<file path="config.mk">
export PLATFORM = sky130hd
export DESIGN_NAME = fir_coeff_sample_ctrl
export DESIGN_NICKNAME = d
export VERILOG_FILES = /design/src/rtl/fir_coeff_sample_ctrl.sv
export SDC_FILE = /design/constraint.sdc
export NUM_CORES = 1
export LEC_CHECK = 0
export CAP_MARGIN = 10
export CORE_AREA = 4 4 179 181
export CTS_CLUSTER_DIAMETER = 100
export DETAILED_ROUTE_END_ITERATION = 7
export DIE_AREA = 0 0 183 185
export GPL_ROUTABILITY_DRIVEN = 0
export PLACE_DENSITY = 0.83
export REMOVE_ABC_BUFFERS = 1
export SYNTH_ARGS = -nofsm -noshare
export SYNTH_HDL_FRONTEND = slang
export SYNTH_SLANG_ARGS = --single-unit
</file>
<file path="constraint.sdc">
create_clock -name iClk_12M -period 21.3 [get_ports iClk_12M]
set_input_delay 4.26 -clock iClk_12M [delete_from_list [all_inputs] [get_ports iClk_12M]]
set_output_delay 4.26 -clock iClk_12M [all_outputs]
set_load 0.05 [all_outputs]
</file>
<file path="src/rtl/fir_coeff_sample_ctrl.sv">
// Sample-strobe generator, input sample register and double-buffered coefficient
// bank feeding the transposed FIR MAC chain.
module fir_coeff_sample_ctrl #(
   parameter int SAMPLE_DIV = 40,
   parameter int COEFF_W    = 16
) (
   input  logic                      iClk_12M,
   input  logic                      iRsn,
   input  logic                      iCoeffUpdateFlag,
   input  logic                      iCsn,
   input  logic                      iWrn,
   input  logic [3:0]                iAddr,
   input  logic signed [COEFF_W-1:0] iWrDt,
   output logic [COEFF_W-1:0]        oRdDt,
   input  logic signed [2:0]         iFirInRaw,
   output logic                      oEnSample_300k,
   output logic signed [2:0]         oFirIn,
   output logic signed [COEFF_W-1:0] oCoeff1,
   output logic signed [COEFF_W-1:0] oCoeff2,
   output logic signed [COEFF_W-1:0] oCoeff3,
   output logic signed [COEFF_W-1:0] oCoeff4,
   output logic signed [COEFF_W-1:0] oCoeff5,
   output logic signed [COEFF_W-1:0] oCoeff6,
   output logic signed [COEFF_W-1:0] oCoeff7,
   output logic signed [COEFF_W-1:0] oCoeff8,
   output logic signed [COEFF_W-1:0] oCoeff9,
   output logic signed [COEFF_W-1:0] oCoeff10,
   output logic                      oBusy
);

   localparam int NUM_COEFF = 10;
   localparam int CNT_W     = $clog2(SAMPLE_DIV);

   typedef enum logic [1:0] {IDLE, LOAD, PEND} state_t;

   state_t             state, state_nxt;
   logic               commit;
   logic               strobe_edge;
   logic [CNT_W-1:0]   cnt;
   logic [COEFF_W-1:0] shadow [NUM_COEFF];
   logic [COEFF_W-1:0] active [NUM_COEFF];
   logic               addr_ok;

   // The strobe edge is the edge that moves the counter onto SAMPLE_DIV-1, so the
   // strobe, the captured sample and a committed bank all appear in the same cycle.
   assign strobe_edge = (cnt == CNT_W'(SAMPLE_DIV - 2));
   assign addr_ok     = (iAddr < 4'(NUM_COEFF));

   always_ff @(posedge iClk_12M) begin
      if (!iRsn) begin
         cnt            <= '0;
         oEnSample_300k <= 1'b0;
         oFirIn         <= '0;
      end else begin
         cnt            <= (cnt == CNT_W'(SAMPLE_DIV - 1)) ? '0 : cnt + 1'b1;
         oEnSample_300k <= strobe_edge;
         if (strobe_edge)
            oFirIn <= (state == IDLE) ? iFirInRaw : 3'sd0;
      end
   end

   always_ff @(posedge iClk_12M) begin
      if (!iRsn) state <= IDLE;
      else       state <= state_nxt;
   end

   // A re-raised flag in PEND wins over a coincident strobe: no commit that sample.
   always_comb begin
      state_nxt = state;
      commit    = 1'b0;
      case (state)
         IDLE: if (iCoeffUpdateFlag) state_nxt = LOAD;
         LOAD: if (!iCoeffUpdateFlag) state_nxt = PEND;
         PEND: begin
            if (iCoeffUpdateFlag) begin
               state_nxt = LOAD;
            end else if (strobe_edge) begin
               state_nxt = IDLE;
               commit    = 1'b1;
            end
         end
         default: state_nxt = IDLE;
      endcase
   end

   always_ff @(posedge iClk_12M) begin
      if (!iRsn) begin
         for (int i = 0; i < NUM_COEFF; i++) begin
            shadow[i] <= '0;
            active[i] <= '0;
         end
         oRdDt <= '0;
      end else begin
         if (!iCsn && !iWrn && state == LOAD && addr_ok)
            shadow[iAddr] <= iWrDt;
         if (!iCsn && iWrn)
            oRdDt <= addr_ok ? shadow[iAddr] : '0;
         else
            oRdDt <= '0;
         if (commit)
            for (int i = 0; i < NUM_COEFF; i++) active[i] <= shadow[i];
      end
   end

   assign oCoeff1  = active[0];
   assign oCoeff2  = active[1];
   assign oCoeff3  = active[2];
   assign oCoeff4  = active[3];
   assign oCoeff5  = active[4];
   assign oCoeff6  = active[5];
   assign oCoeff7  = active[6];
   assign oCoeff8  = active[7];
   assign oCoeff9  = active[8];
   assign oCoeff10 = active[9];
   assign oBusy    = (state != IDLE);

endmodule
</file>
==> run summary <==
post-cts resize count -> 0
count of cell types in the netlist -> 44
# clock sinks -> 348
Crit-path slowest cell -> o21ai_2
M3 GR Usage -> 4.73%
setup TNS -> 0 ps
Worst VDD drop -> 0.0532 mV
GRT Total Usage -> 21.6%
register share of total power -> 52.0%
Total Power -> 1.50 mW
M1 GR Usage -> 27.4%
FFs w/ async S/R, synth -> 0%
fmax -> 131 MHz
clk_skew -> 13.9 ps
layout cells sized above 1 -> 14.4%
P per Cell Area -> 83.8 nW/µm²
Longest Clk Path Bufs -> 3
antenna violations before repair -> 1
Cell Rows -> 64
CP Capture Type -> flop
num ports -> 209
Top Family by Delay on Critical Path -> simple AND/OR/NAND/NOR gates
synthesized netlist cell count -> 995
CP Launch Type -> primary input
Clock Latency Late Sink -> 520 ps
Port Buffers -> 208
ANT cells -> 0
clk slew on worst S/H paths -> 60 ps
combinational share of power -> 8.3%
M2 GR Usage -> 36.1%
die width -> 183 µm
Initial Util -> 47.6%
sequential fraction of the synthesis area -> 70.2%
cell taking the most area after synthesis -> edfxtp_1
Seq. cell area -> 10200 µm²
post-route minimum period -> 7640 ps
Max-cap violations -> 0
CP max stage delay -> 1160 ps
worst setup path class -> in2reg
status -> completed
count of final hold-check violations -> 0
dpl hpwl -> 24500 µm
drt drc -> 0
yosys warns -> 0
internal power -> 1.15 mW
Slew headroom -> 17.2%
mapped cell area -> 14500 µm²
DIE HEIGHT -> 185 µm
vias in the first global route -> 9227
DR vias/cell -> 5.73
Vias -> 9217
TritonCTS clock tree -> yes
gr busiest metal -> met2
clock network power share -> 39.7%
pin count of the biggest net entering global routing -> 161
Total Nets Final -> 1217
max-slew violations -> 0
Area Growth Syn to Fin -> 23.9%
ys flop type -> edfxtp_1
Synth top area share -> 66.4%
Worst Tran Pin Value -> 1240 ps
Yosys reg bits -> 348
worst hold-check path type -> reg2reg
total gr overflow -> 0
Synth Area per Inst -> 14.6 µm²
routed length per instance -> 23.3 µm
clk root buf -> clkbuf_16
required time worst endpoint -> 21430 ps
first-pass GRT wire length -> 55500 µm
Crit Path Max Fanout -> 32
Fillers -> 2225
CP arrival -> 7770 ps
Final period util -> 35.9%
hold buffer count at CTS -> 0
count of final setup violators -> 0
drt first pass iters -> 5
Sw Ratio -> 23.3%
Area contributors post-synth -> edfxtp_1, mux2i_1, and2_2
final WL -> 37600 µm
Post-synth EDFFs -> 320
CTS Buf Count -> 36
post-CTS setup buffers -> 0
DR iter-0 viols -> 1182
sw power -> 0.350 mW
Static Leak -> 6.74 nW
WHS -> 474 ps
WP buf/inv -> 2
Antenna Nets Post-Route -> 0
final core utilization -> 59.0%
Core ar. -> 30400 µm²
Multi-input gate area -> 3980 µm²
unrepaired setup endpoints after global routing -> false
die area -> 33900 µm²
number of H-tree levels -> 2
crit-path cells -> clkdlybuf4s50_1 > buf_4 > nor4bb_1 > nand4_1 > o21ai_2
cell usage after synthesis (9+ instances only):
cell / instances
buf_2: 9
o221ai_1: 16
and4_1: 32
edfxtp_1: 320
nor2_1: 88
o21ai_0: 14
a22oi_1: 16
nand2b_1: 19
dfxtp_1: 28
clkbuf_1: 45
and2_1: 88
and2_2: 89
nand2_1: 20
buf_8: 10
mux2i_1: 80
nand3_1: 22
and3_1: 49
stage by stage:
| stage | setup WS, ps | instance area [µm²] | std cells |
|---|---|---|---|
| floorplan | -73.5 | 14100 | 928 |
| global placement | 13370 | 16800 | 1544 |
| detailed placement | 13170 | 16800 | 1544 |
| CTS | 13650 | 17900 | 1608 |
| global route | 13430 | 17900 | 1609 |
| finish | 13660 | 17900 | 1609 |
cells in the final DEF (no fill, tap or decap), drive strengths merged, types with 2 or more instances in the layout:
cell / Yosys / final
edfxtp: 320 / 320
clkdlybuf4s50: 0 / 206
and2: 177 / 177
nor2: 88 / 88
mux2i: 80 / 80
and3: 49 / 49
clkbuf: 46 / 48
and4: 32 / 32
dfxtp: 28 / 28
nand3: 22 / 22
nand2: 20 / 20
nand2b: 19 / 19
a22oi: 16 / 16
o221ai: 16 / 16
buf: 21 / 15
clkinv: 1 / 15
o21ai: 14 / 14
a21oi: 7 / 7
nand4: 5 / 5
nor3: 5 / 5
inv: 4 / 4
nor2b: 2 / 2
a21o: 2 / 2
or2: 2 / 2
nor4: 2 / 2
xor2: 2 / 2
ha: 2 / 2
bufinv: 0 / 2
nor3b: 2 / 2
power by group through the flow:
stage | registers [mW] | logic, mW | clock network [mW]
after floorplan | 0.838 | 0.0296 | 0
after global placement | 0.796 | 0.121 | 0
after detailed placement | 0.796 | 0.123 | 0
after CTS | 0.782 | 0.124 | 0.601
after global routing | 0.784 | 0.130 | 0.632
final | 0.782 | 0.125 | 0.597
registers in the layout, summed over array words and instances, names as in the netlist:
name / cells
active: 160
shadow: 160
oRdDt: 16
cnt: 6
oFirIn: 3
state: 2
oEnSample_300k: 1
kinds of logic after synthesis:
family	count (synthesis)	share of synthesized area [%]
AND/OR/NAND/NOR	433	18.2
flip-flops	348	70.2
multiplexers	80	5.53
buffers and inverters	72	2.89
AO/OA/AOI/OAI	57	2.76
XOR/XNOR	3	0.181
adder cells (fa/ha/maj)	2	0.173
path summary, 6_finish.rpt:
check / startpoint / to / slack (ps) / cells after the start
worst max-delay path: iRsn / shadow[7][8] / 13660 / 5
worst min-delay path: cnt[0] / cnt[0] / 470 / 1
worst max register to register: cnt[3] / active[0][17] / 17900 / 4
worst min register to register: cnt[0] / cnt[0] / 470 / 1
cell type report:
type / count / area share, %
inverter: 5 / 0.105
multi-input combinational: 575 / 22.2
timing repair buffer: 221 / 12.1
clock buffer: 48 / 5.50
clock inverter: 16 / 0.683
tap: 396 / 2.76
sequential: 348 / 56.7
routing by layer:
metal | up-vias | wire length (µm)
met5 | - | 19
met4 | 2 | 1600
met3 | 117 | 4050
met2 | 616 | 18300
met1 | 4448 | 13600
li1 | 4034 | -
Note: power is estimated with default switching activity, not from simulation.
